--- config.mk ---
export PLATFORM = sky130hd
export DESIGN_NAME = puf_response_gen
export DESIGN_NICKNAME = d
export VERILOG_FILES = /design/src/rtl/puf_pkg.sv /design/src/rtl/puf_response_gen_ro_edge_counter.sv /design/src/rtl/puf_response_gen.sv
export SDC_FILE = /design/constraint.sdc
export NUM_CORES = 1
export LEC_CHECK = 0
export CAP_MARGIN = 20
export CORE_MARGIN = 2
export CORE_UTILIZATION = 55
export DETAILED_ROUTE_END_ITERATION = 8
export PLACE_DENSITY_LB_ADDON = 0.15
export SKIP_LAST_GASP = 1
export SLEW_MARGIN = 20
export SYNTH_ARGS = -nofsm -noshare
export SYNTH_HDL_FRONTEND = slang
export SYNTH_HIERARCHICAL = 1
export SYNTH_SLANG_ARGS = --single-unit
--- constraint.sdc ---
create_clock -name clk -period 2.25 [get_ports clk]
set_input_delay 0.45 -clock clk [delete_from_list [all_inputs] [get_ports clk]]
set_output_delay 0.45 -clock clk [all_outputs]
set_load 0.01 [all_outputs]
--- src/rtl/puf_pkg.sv ---
// Shared types and constants for the RO-PUF response generator.
//   state_e      : measurement controller states
//   SEL_W/CHAL_W : oscillator select and challenge widths
//   DEF_*        : default parameter values for the top level
package puf_pkg;

  localparam int unsigned SEL_W  = 5;
  localparam int unsigned CHAL_W = 2 * SEL_W;

  localparam int unsigned DEF_CNT_W       = 16;
  localparam int unsigned DEF_WINDOW      = 1024;
  localparam int unsigned DEF_SETTLE_CYC  = 8;
  localparam int unsigned DEF_RESP_BITS   = 8;
  localparam int unsigned DEF_SYNC_STAGES = 2;

  typedef enum logic [2:0] {
    IDLE    = 3'd0,
    SETTLE  = 3'd1,
    COUNT   = 3'd2,
    COMPARE = 3'd3,
    DONE    = 3'd4
  } state_e;

endpackage

--- src/rtl/puf_response_gen_ro_edge_counter.sv ---
// Synchronizes one asynchronous ring-oscillator output, detects its rising
// edges and counts them with a saturating counter.
// Ports:
//   clk, rst_n : clock and synchronous active-high reset
//   clr        : hold the counter and saturation flag at zero
//   en         : allow counting of detected edges
//   ro         : asynchronous oscillator output
//   cnt        : edge count, stops at all-ones
//   sat        : high while cnt is at its maximum
module ro_edge_counter #(
  parameter int unsigned CNT_W       = 16,
  parameter int unsigned SYNC_STAGES = 2
) (
  input  logic             clk,
  input  logic             rst_n,
  input  logic             clr,
  input  logic             en,
  input  logic             ro,
  output logic [CNT_W-1:0] cnt,
  output logic             sat
);

  localparam logic [CNT_W-1:0] CNT_MAX = '1;

  logic [SYNC_STAGES-1:0] sync_q;
  logic                   sync_dly;
  logic                   pulse;

  // Synchronizer runs continuously so edges in flight at window start count.
  always_ff @(posedge clk) begin
    if (rst_n) begin
      sync_q   <= '0;
      sync_dly <= 1'b0;
    end else begin
      sync_q   <= {sync_q[SYNC_STAGES-2:0], ro};
      sync_dly <= sync_q[SYNC_STAGES-1];
    end
  end

  assign pulse = sync_q[SYNC_STAGES-1] & ~sync_dly;

  // Saturating counter; sat tracks cnt == CNT_MAX as a register.
  always_ff @(posedge clk) begin
    if (rst_n || clr) begin
      cnt <= '0;
      sat <= 1'b0;
    end else if (en && pulse && !sat) begin
      cnt <= cnt + CNT_W'(1);
      if (cnt == CNT_MAX - CNT_W'(1)) begin
        sat <= 1'b1;
      end
    end
  end

endmodule

--- src/rtl/puf_response_gen.sv ---
// RO-PUF measurement controller: steps through RESP_BITS oscillator pairs
// derived from a challenge, counts edges of both selected oscillators over a
// fixed window, and assembles the comparison bits into a response word
// offered with a valid/ack handshake.
// Ports:
//   clk, rst_n         : clock and synchronous active-high reset
//   start, challenge   : measurement request and base selects {B, A}
//   ro_a, ro_b         : asynchronous selected oscillator outputs
//   sel_a, sel_b       : oscillator selects to the upstream mux
//   ro_en              : oscillator enable
//   busy               : controller not idle
//   response           : assembled response word
//   resp_valid/ack     : response handshake
//   tie, sat           : sticky equal-count and counter-saturation flags
module puf_response_gen
  import puf_pkg::*;
#(
  parameter int unsigned CNT_W       = DEF_CNT_W,
  parameter int unsigned WINDOW      = DEF_WINDOW,
  parameter int unsigned SETTLE_CYC  = DEF_SETTLE_CYC,
  parameter int unsigned RESP_BITS   = DEF_RESP_BITS,
  parameter int unsigned SYNC_STAGES = DEF_SYNC_STAGES
) (
  input  logic                 clk,
  input  logic                 rst_n,
  input  logic                 start,
  input  logic [CHAL_W-1:0]    challenge,
  input  logic                 ro_a,
  input  logic                 ro_b,
  output logic [SEL_W-1:0]     sel_a,
  output logic [SEL_W-1:0]     sel_b,
  output logic                 ro_en,
  output logic                 busy,
  output logic [RESP_BITS-1:0] response,
  output logic                 resp_valid,
  input  logic                 resp_ack,
  output logic                 tie,
  output logic                 sat
);

  localparam int unsigned K_W     = (RESP_BITS > 1) ? $clog2(RESP_BITS) : 1;
  localparam int unsigned TMR_MAX = (WINDOW > SETTLE_CYC) ? WINDOW : SETTLE_CYC;
  localparam int unsigned TMR_W   = (TMR_MAX > 1) ? $clog2(TMR_MAX) : 1;

  localparam logic [TMR_W-1:0] SETTLE_LAST = TMR_W'(SETTLE_CYC - 1);
  localparam logic [TMR_W-1:0] WINDOW_LAST = TMR_W'(WINDOW - 1);
  localparam logic [K_W-1:0]   K_LAST      = K_W'(RESP_BITS - 1);

  state_e             state_q;
  state_e             state_d;
  logic [TMR_W-1:0]   tmr_q;
  logic [K_W-1:0]     k_q;
  logic [K_W-1:0]     k_nxt;
  logic [SEL_W-1:0]   base_a;
  logic [SEL_W-1:0]   base_b;
  logic               ro_en_d;
  logic               busy_d;
  logic               resp_valid_d;
  logic               cnt_clr;
  logic               cnt_en;
  logic [CNT_W-1:0]   cnt_a;
  logic [CNT_W-1:0]   cnt_b;
  logic               sat_a;
  logic               sat_b;

  assign k_nxt   = k_q + K_W'(1);
  assign cnt_clr = (state_q == SETTLE);
  assign cnt_en  = (state_q == COUNT);

  // Edge counters for the two selected oscillators, identical latency.
  ro_edge_counter #(
    .CNT_W       (CNT_W),
    .SYNC_STAGES (SYNC_STAGES)
  ) u_cnt_a (
    .clk   (clk),
    .rst_n (rst_n),
    .clr   (cnt_clr),
    .en    (cnt_en),
    .ro    (ro_a),
    .cnt   (cnt_a),
    .sat   (sat_a)
  );

  ro_edge_counter #(
    .CNT_W       (CNT_W),
    .SYNC_STAGES (SYNC_STAGES)
  ) u_cnt_b (
    .clk   (clk),
    .rst_n (rst_n),
    .clr   (cnt_clr),
    .en    (cnt_en),
    .ro    (ro_b),
    .cnt   (cnt_b),
    .sat   (sat_b)
  );

  // State register.
  always_ff @(posedge clk) begin
    if (rst_n) begin
      state_q <= IDLE;
    end else begin
      state_q <= state_d;
    end
  end

  // Next-state logic.
  always_comb begin
    state_d = state_q;
    case (state_q)
      IDLE:    if (start) state_d = SETTLE;
      SETTLE:  if (tmr_q == SETTLE_LAST) state_d = COUNT;
      COUNT:   if (tmr_q == WINDOW_LAST) state_d = COMPARE;
      COMPARE: state_d = (k_q == K_LAST) ? DONE : SETTLE;
      DONE:    if (resp_ack) state_d = IDLE;
      default: state_d = IDLE;
    endcase
  end

  // Output decode from the next state so the registered outputs line up
  // with the state they describe.
  always_comb begin
    ro_en_d      = 1'b0;
    busy_d       = 1'b0;
    resp_valid_d = 1'b0;
    case (state_d)
      SETTLE, COUNT: begin
        ro_en_d = 1'b1;
        busy_d  = 1'b1;
      end
      COMPARE: busy_d = 1'b1;
      DONE: begin
        busy_d       = 1'b1;
        resp_valid_d = 1'b1;
      end
      default: ;
    endcase
  end

  // Phase timer, pair index, selects, response assembly and output registers.
  always_ff @(posedge clk) begin
    if (rst_n) begin
      tmr_q      <= '0;
      k_q        <= '0;
      base_a     <= '0;
      base_b     <= '0;
      sel_a      <= '0;
      sel_b      <= '0;
      ro_en      <= 1'b0;
      busy       <= 1'b0;
      resp_valid <= 1'b0;
      response   <= '0;
      tie        <= 1'b0;
      sat        <= 1'b0;
    end else begin
      ro_en      <= ro_en_d;
      busy       <= busy_d;
      resp_valid <= resp_valid_d;
      case (state_q)
        IDLE: begin
          if (start) begin
            base_a   <= challenge[SEL_W-1:0];
            base_b   <= challenge[CHAL_W-1:SEL_W];
            sel_a    <= challenge[SEL_W-1:0];
            sel_b    <= challenge[CHAL_W-1:SEL_W];
            k_q      <= '0;
            tmr_q    <= '0;
            response <= '0;
            tie      <= 1'b0;
            sat      <= 1'b0;
          end
        end
        SETTLE: tmr_q <= (tmr_q == SETTLE_LAST) ? '0 : tmr_q + TMR_W'(1);
        COUNT:  tmr_q <= (tmr_q == WINDOW_LAST) ? '0 : tmr_q + TMR_W'(1);
        COMPARE: begin
          response[k_q] <= (cnt_a > cnt_b);
          if (cnt_a == cnt_b) tie <= 1'b1;
          if (sat_a || sat_b) sat <= 1'b1;
          tmr_q <= '0;
          // Selects wrap mod 32 through the natural 5-bit add.
          if (k_q != K_LAST) begin
            k_q   <= k_nxt;
            sel_a <= base_a + SEL_W'(k_nxt);
            sel_b <= base_b + SEL_W'(k_nxt);
          end
        end
        default: ;
      endcase
    end
  end

endmodule

==> results of run 1 <==
## repair_timing
action	CTS	global route
hold endpoints to repair	0	0
endpoints found under the setup margin	0	3
resized for setup	0	2
hold buffers	0	0
## final cells by class
class	count	area [um^2]	area share
Tap cell	105	131	0.0238
Sequential cell	89	1780	0.323
Clock inverter	3	90.1	0.0163
Inverter	27	101	0.0184
Clock buffer	11	141	0.0257
Multi-Input combinational cell	398	2720	0.493
Timing Repair Buffer	60	546	0.0990
## routing by layer
layer  part of all wire  GRT usage
met1               0.44      0.285
met2               0.49      0.403
met3              0.035     0.0405
met4              0.028      0.108
met5                  0          0
## metrics by stage
stage | area, um^2 | std cells | setup WS [ns] | hold slack, ns
floorplan | 4750 | 539 | 0.188 | 0.414
global placement | 5270 | 679 | 0.0378 | 0.424
detailed placement | 5270 | 679 | -0.0561 | 0.423
CTS | 5500 | 693 | 0.0806 | 0.440
global route | 5510 | 693 | 0.00859 | 0.456
finish | 5510 | 693 | 0.0888 | 0.446
## cell usage in the layout, fill, tap and decap left out, types with 15 or more instances in the layout
master,netlist,routed
clkdlybuf4s50_1,0,38
ha_1,29,29
nand3_1,15,15
nand2_1,59,59
buf_4,2,22
dfxtp_1,89,89
xor2_1,18,18
inv_1,27,27
nor2_1,51,51
a21oi_1,49,49
## registers in the layout, indices dropped and copies added, names as in the netlist, 2 cells and up
name,count
u_cnt_a/cnt,16
u_cnt_b/cnt,16
tmr_q,10
response,8
base_a,5
base_b,5
sel_a,5
sel_b,5
k_q,3
state_q,3
u_cnt_a/sync_q,2
u_cnt_b/sync_q,2
## how the worst max path moves through the flow
stage	startpoint	endpoint	slack (ns)	cells past startpoint
after floorplan	state_q[1]	u_cnt_b/cnt[14]	0.19	7
after global placement	start	ro_en	0.04	5
after detailed placement	start	ro_en	-0.06	5
after CTS	state_q[2]	u_cnt_a/cnt[14]	0.08	6
after global routing	k_q[0]	sel_b[4]	0.009	7
final	k_q[0]	sel_b[4]	0.09	7
## report_power, final
part           total, mW  leakage (nW)  internal [mW]  switching (mW)
Clock               1.30         0.115          0.757           0.540
Sequential          1.63         0.722           1.61          0.0201
Combinational      0.256          1.21          0.119           0.137
## critical path, delay by kind of cell (launching register included)
kind                       cells  cell delay [ns]
DFF                            1             0.32
and+or+nand+nor                1             0.32
adders and majority gates      3             0.86
AOI/OAI and AO/OA              3             0.60
## cells by family (layout without fill, tap and decap cells)
logic type      after synthesis  count (layout)  synth area share
simple gates                219             219             0.257
buf+inv                      52             101            0.0538
fa+ha+maj                    31              31            0.0848
compound gates              118             118             0.173
mux                           3               3           0.00632
xor+xnor                     27              27            0.0498
flops                        89              89             0.375
==> flow_summary.json, run 1 <==
{
  "status": "complete, no violations",
  "synth.distinct_cells": 64,
  "ios": 39,
  "first_pass_iters": 4,
  "numCtsBuffers": 9,
  "grt_usage": 0.234,
  "yosysMostFrequentCell": "dfxtp_1",
  "fin_crit_sh": 0.961,
  "synth_area_um2": 4750,
  "die-area_um2": 9390,
  "die_w_um": 96.9,
  "ys_seq_elements": 89,
  "synth_area_per_cell_um2": 8.81,
  "finalSetupViolations": 0,
  "endpoint_kind": "flip-flop",
  "die-height_um": 96.9,
  "ir_drop_v": 0.000358,
  "timing.slew.headroom": 0.572,
  "min_path_type": "reg -> reg",
  "critical_path.max_stage_delay_ns": 0.36,
  "clkLatencyLatePin_ns": 0.36,
  "synth_seq_area_share": 0.375,
  "timing.final.max_slew_violations": 0,
  "drt-total-wl_mm": 10.8,
  "worst_r2r_path_depth": 7,
  "power_density_nw_per_um2": 578,
  "ys_warn_count": 6,
  "placementRows": 33,
  "ctsHtreeMaxLevel": 3,
  "path_class": "reg -> reg",
  "hold_viol_final": 0,
  "grt_pass1_vias": 4023,
  "syn2layout_area_growth_pct": 16.0,
  "place_congestion": 0.860,
  "coreArea_um2": 8300,
  "tightest_slew_ns": 0.638,
  "syn_nets": 586,
  "setup-tns-final_ns": 0,
  "grt_overflow": 0,
  "start_util": 0.572,
  "power_leakage_nw": 2.04,
  "synthFlopType": "dfxtp_1",
  "port_buffers": 38,
  "synth_edf_count": 0,
  "final_util": 0.664,
  "cp_data_arrival_time_ns": 2.45,
  "fin_skew_ns": 0.0102,
  "drt_iter0_markers": 142,
  "critPathMaxFanout": 3,
  "r2r_end": "sel_b[4]",
  "synth_top_cell_area_share": 0.375,
  "path_common_cell": "ha_1",
  "hold_depth": 1,
  "synth_top_area_cell": "dfxtp_1",
  "async_reset_ff_frac": 0,
  "vias": 4089,
  "post-cts-setup-buffers": 0,
  "avgViaCountPerCell": 5.90,
  "cp_data_required_time_ns": 2.54,
  "fillCellCount": 720,
  "cts_tree": "built",
  "hold_path_end": "u_cnt_b/sync_q[1]",
  "power_mw": 3.18,
  "clockBufferDepth": 2,
  "drc": 0,
  "drive_above_1_share": 0.0952,
  "cp-start-kind": "flip-flop",
  "synthTopCellsByCount": "89 x dfxtp_1, 59 x nand2_1, 51 x nor2_1, 49 x a21oi_1, 29 x ha_1",
  "wl_per_cell_um": 15.6,
  "syn_inst": 539,
  "clkTransAtPathRegs_ns": 0.08,
  "fmax_mhz": 463,
  "clockRootBuffer": "clkbuf_8",
  "max_cap_violations": 0,
  "period_needed_ns": 2.16,
  "rsz0062_at_grt": "no",
  "grt_pass1_wl_mm": 18.4,
  "cp_cell_sequence": "ha_1 > ha_1 > ha_1 > a21oi_1 > or3_1 > a311o_1 > a21oi_1",
  "post-dp-hpwl_mm": 7.99,
  "nets": 632,
  "ff2ff_setup_slack_ns": 0.09,
  "hold_start": "u_cnt_b/sync_q[0]",
  "antenna_found_initial": 0,
  "ys_top_cells_by_area": "dfxtp_1 38%, ha_1 7.6%, a21oi_1 5.2%",
  "r2r-start": "k_q[0]",
  "crit_slowest_cell": "a311o_1",
  "grt_max_degree": 33,
  "antenna_left": 0,
  "clock_sinks": 89,
  "diodes": 0
}
No activity file was read; power rests on OpenSTA's default activity.
==> run 2, diff against run 1 <==
- SYNTH_HIERARCHICAL: 1 -> unset
==> run 2 against run 1 <==
Maximum frequency increased by 3.5%; combinational power decreased by 6%; core utilization decreased by 0.13 points; global-route usage decreased by 0.055 points; power decreased by 7.6%; clock power decreased by 18%; synthesized cell count decreased by 4.3%; first-iteration DRC count decreased by 9.9%; worst setup slack improved by 0.072 ns; count of clock-buffer cells in the layout unchanged.
==> flow_summary.json, run 2 <==
{
  "status": "complete, no violations",
  "first_pass_iters": 4,
  "drt-total-wl_mm": 9.70,
  "cp_data_arrival_time_ns": 2.37,
  "path_class": "reg -> reg",
  "async_reset_ff_frac": 0,
  "synth_area_um2": 4460,
  "grt_overflow": 0,
  "avgViaCountPerCell": 5.68,
  "ctsHtreeMaxLevel": 3,
  "ys_top_cells_by_area": "dfxtp_1 40%, ha_1 8.1%, xnor2_1 6.3%",
  "synthTopCellsByCount": "89 x dfxtp_1, 58 x nand2_1, 56 x nor2_1, 38 x a21oi_1, 32 x xnor2_1",
  "drt_iter0_markers": 128,
  "cp-start-kind": "flip-flop",
  "synth.distinct_cells": 55,
  "die_w_um": 94.1,
  "rsz0062_at_grt": "no",
  "place_congestion": 0.826,
  "placementRows": 32,
  "post-dp-hpwl_mm": 7.22,
  "power_leakage_nw": 1.86,
  "clkLatencyLatePin_ns": 0.35,
  "fillCellCount": 676,
  "syn_inst": 516,
  "placed_area_um2": 4990,
  "coreArea_um2": 7810,
  "fin_skew_ns": 0.0103,
  "ff2ff_setup_slack_ns": 0.16,
  "synthFlopType": "dfxtp_1",
  "drive_above_1_share": 0.0764,
  "fmax_mhz": 479,
  "numCtsBuffers": 9,
  "final_cell_mix": "89 x dfxtp_1, 58 x nand2_1, 56 x nor2_1",
  "syn_nets": 563,
  "post-cts-setup-buffers": 0,
  "diodes": 0,
  "grt_pass1_wl_mm": 16.6,
  "die-area_um2": 8850,
  "finalSetupViolations": 0,
  "antenna_left": 0,
  "timing.slew.headroom": 0.554,
  "synth_seq_area_share": 0.399,
  "cts_tree": "built",
  "postCtsHoldBufs": 0,
  "hold_viol_final": 0,
  "ir_drop_v": 0.000345,
  "start_util": 0.571,
  "cp_data_required_time_ns": 2.53,
  "vias": 3776,
  "max_cap_violations": 0,
  "ys_seq_elements": 89,
  "drc": 0,
  "grt_usage": 0.234,
  "final_common_cell": "dfxtp_1",
  "synth_top_area_cell": "dfxtp_1",
  "syn2layout_area_growth_pct": 16.0,
  "endpoint_kind": "flip-flop",
  "tightest_slew_ns": 0.668,
  "power_mw": 2.94,
  "nets": 607,
  "finalInstanceArea_um2": 5170,
  "wl_per_cell_um": 14.6,
  "timing.final.max_slew_violations": 0,
  "synth_top_cell_area_share": 0.399,
  "fin_crit_sh": 0.928,
  "cts_resized": 0,
  "ios": 39,
  "clockRootBuffer": "clkbuf_8",
  "ys_warn_count": 0,
  "synth_area_per_cell_um2": 8.65,
  "antenna_found_initial": 0,
  "yosysMostFrequentCell": "dfxtp_1",
  "period_needed_ns": 2.09,
  "critPathMaxFanout": 5,
  "port_buffers": 38,
  "clock_sinks": 89,
  "grt_max_degree": 35,
  "die-height_um": 94.1,
  "clockBufferDepth": 2,
  "power_density_nw_per_um2": 569,
  "setup-tns-final_ns": 0,
  "min_path_type": "reg -> reg",
  "synth_edf_count": 0,
  "largest_registers": "u_cnt_a.cnt: 16 flops, u_cnt_b.cnt: 16 flops, tmr_q: 10 flops",
  "clkTransAtPathRegs_ns": 0.08,
  "grt_pass1_vias": 3676
}
-- run 2: cell types whose count changed after synthesis, sizes merged, moves of 6 or more --
cell,previous run,this run
xnor2,9,32
a21oi,49,38
xor2,18,8
or3,11,2
nor4,3,11
a2111oi,8,1
nor2,52,59
nor3,6,13
inv,27,21
o211ai,5,11
o311ai,8,2
-- run 2: worst paths after layout --
kind	cells past startpoint	endpoint	startpoint
hold / removal	1	u_cnt_b.sync_q[1]	u_cnt_b.sync_q[0]
setup / recovery	8	sel_b[4]	k_q[0]
hold reg to reg	1	u_cnt_b.sync_q[1]	u_cnt_b.sync_q[0]
setup reg to reg	8	sel_b[4]	k_q[0]
-- run 2: cell families after synthesis --
| family | count (synthesis) | synth area share |
|---|---|---|
| compound gates | 88 | 0.123 |
| xor+xnor | 40 | 0.0785 |
| fa+ha+maj | 31 | 0.0903 |
| buf+inv | 43 | 0.0449 |
| flops | 89 | 0.399 |
| mux | 1 | 0.00252 |
| simple gates | 224 | 0.261 |
-- run 2: area by class of cell --
class	count	area (um^2)	share of cell area
clock buffers	11	141	0.0273
clock inverters	3	42.5	0.00822
inverters	21	78.8	0.0152
multi-input cells	384	2480	0.480
flip-flops and latches	89	1780	0.344
well taps	102	128	0.0247
repair buffers	55	520	0.101
-- run 2: through the flow --
| step | setup slack, ns | util | hold slack, ns | std cells |
|---|---|---|---|---|
| 2_1_floorplan | 0.264 | - | 0.414 | 516 |
| 3_3_place_gp | 0.130 | 0.639 | 0.437 | 651 |
| 3_5_place_dp | 0.0365 | 0.639 | 0.444 | 651 |
| 4_1_cts | 0.159 | 0.663 | 0.457 | 665 |
| 5_1_grt | 0.0277 | 0.663 | 0.466 | 665 |
| 6_report | 0.161 | 0.663 | 0.456 | 665 |
-- run 2: routing by layer --
layer,track usage,share of wire,vias to the layer above
li1,-,-,1910
met1,0.310,0.49,1797
met2,0.396,0.48,61
met3,0.0313,0.026,8
met4,0.0700,0.0099,0
met5,0,0,-
-- run 2: critical path, cell delays in order (launching register included) --
cell and delay, ns:
dfxtp_1 0.35, ha_1 0.21, ha_1 0.33, ha_1 0.34
a21oi_1 0.15, nor2b_1 0.08, xnor2_1 0.12, a211o_1 0.29
a21oi_1 0.14
-- run 2: power breakdown --
group          internal (mW)  switching [mW]
Combinational          0.117           0.123
Clock                  0.531           0.537
Sequential              1.61          0.0257
==> run 3, diff against run 2 <==
- ABC_CLOCK_PERIOD_IN_PS: unset -> 2250
- CORE_MARGIN: 2 -> 1
- CTS_CLUSTER_SIZE: unset -> 16
==> run 3 against run 2 <==
Via count is 0.61% lower; combinational power hardly changed; count of clock-buffer cells in the layout is 1 higher; first-iteration DRC count is 3.1% lower.
==> flow_summary.json, run 3 (same netlist as run 2, synthesis figures left out) <==
{
  "largest_registers": "u_cnt_a.cnt: 16 flops, u_cnt_b.cnt: 16 flops, tmr_q: 10 flops",
  "post-dp-hpwl_mm": 7.06,
  "critPathMaxFanout": 5,
  "preCtsSetupSlack_ns": 0.0640,
  "grt_max_degree": 25,
  "path_class": "reg -> reg",
  "cp-start-kind": "flip-flop",
  "drive_above_1_share": 0.0829,
  "final_cell_mix": "89 x dfxtp_1, 58 x nand2_1, 56 x nor2_1",
  "wl_per_cell_um": 14.2,
  "drt_iter0_markers": 124,
  "placementRows": 32,
  "die_w_um": 92.1,
  "first_pass_iters": 4,
  "grt_overflow": 0,
  "grt_pass1_wl_mm": 16.2,
  "die-height_um": 92.1,
  "max_cap_violations": 0,
  "fillCellCount": 652,
  "path_common_cell": "ha_1",
  "start_util": 0.574,
  "nets": 609,
  "vias": 3753,
  "place_congestion": 0.838,
  "diodes": 0,
  "final_common_cell": "dfxtp_1",
  "post-cts-setup-buffers": 0,
  "clock_sinks": 89,
  "grtUsageMet2": 0.384,
  "syn2layout_area_growth_pct": 16.5,
  "port_buffers": 38,
  "cts_tree": "built",
  "critical_path_buf_inv_count": 0,
  "numCtsBuffers": 9,
  "cp_cell_sequence": "ha_1 > ha_1 > ha_1 > a21oi_1 > nor2b_1 > xnor2_1 > a211o_1 > a21oi_1",
  "power_mw": 3.01,
  "power_density_nw_per_um2": 578,
  "finalInstanceArea_um2": 5200,
  "grt_pass1_vias": 3464,
  "endpoint_kind": "flip-flop",
  "timing.final.max_slew_violations": 0,
  "cp_data_arrival_time_ns": 2.36,
  "antenna_found_initial": 0,
  "cp_data_required_time_ns": 2.55,
  "timing.slew.headroom": 0.555,
  "path_delay_family": "adder cells",
  "grt.met1_usage": 0.323,
  "ir_drop_v": 0.000351,
  "worst_slack_ns": 0.191,
  "fin_skew_ns": 0.0141,
  "grt_usage": 0.238,
  "ff2ff_setup_slack_ns": 0.19,
  "coreArea_um2": 7770,
  "multi_input_area_um2": 2480,
  "ctsHtreeMaxLevel": 3,
  "clockBufferDepth": 2,
  "min_path_type": "reg -> reg",
  "placed_area_um2": 4990,
  "avgViaCountPerCell": 5.61,
  "busiest_layer": "met2",
  "die-area_um2": 8480,
  "clkLatencyLatePin_ns": 0.36,
  "status": "complete, no violations",
  "rsz0062_at_grt": "no",
  "regArea_um2": 1780,
  "power_leakage_nw": 1.88,
  "gr-usage-met3": 0.0398,
  "setup-tns-final_ns": 0,
  "finalSetupViolations": 0,
  "critical_path.max_stage_delay_ns": 0.36,
  "antenna_left": 0,
  "clockRootBuffer": "clkbuf_8",
  "drt-total-wl_mm": 9.53,
  "fmax_mhz": 486,
  "period_needed_ns": 2.06,
  "clkTransAtPathRegs_ns": 0.09,
  "hold_viol_final": 0,
  "fin_hold_ws_ns": 0.454,
  "drc": 0,
  "fin_crit_sh": 0.915,
  "tightest_slew_ns": 0.668,
  "ios": 39,
  "crit_slowest_cell": "dfxtp_1"
}
## run 3: cell count changes in the layout (fill, tap and decap cells not counted)
| cell | before | now |
|---|---|---|
| buf_4 | 16 | 19 |
| clkbuf_8 | 10 | 11 |
| buf_12 | 1 | 0 |
| clkinv_4 | 0 | 1 |
## run 3: final cells by class
class | count | area share
Clock inverter | 4 | 0.00987
Timing Repair Buffer | 57 | 0.101
Multi-Input combinational cell | 384 | 0.477
Clock buffer | 12 | 0.0298
Tap cell | 102 | 0.0245
Inverter | 21 | 0.0152
Sequential cell | 89 | 0.343
## run 3: path summary, 6_finish.rpt
path | cells past startpoint | endpoint | startpoint
setup / recovery | 8 | sel_b[4] | k_q[0]
hold / removal | 1 | u_cnt_a.sync_q[1] | u_cnt_a.sync_q[0]
setup reg to reg | 8 | sel_b[4] | k_q[0]
hold reg to reg | 1 | u_cnt_a.sync_q[1] | u_cnt_a.sync_q[0]
## run 3: per-layer routing
metal  up-vias  share of wire  routed length (um)
li1       1905              -                   -
met1      1759           0.47                4520
met2        78           0.47                4480
met3        11          0.043                 409
met4         0          0.012                 114
met5         -              0                   0
## run 3: power breakdown
part           total, mW  internal (mW)  switching, mW
clock               1.13          0.575          0.558
sequential          1.63           1.61         0.0247
combinational      0.239          0.116          0.123
total               3.01           2.30          0.706
## run 3: timing repair
item | CTS | global route
resized for setup | 0 | 1
endpoints found under the setup margin | 0 | 1
hold buffers | 0 | 0
## run 3: stage by stage
stage                     cells   util
final                       669  0.669
after CTS                   669  0.669
after detailed placement    653  0.643
after global routing        669  0.669
after floorplan             516      -
after global placement      653  0.643
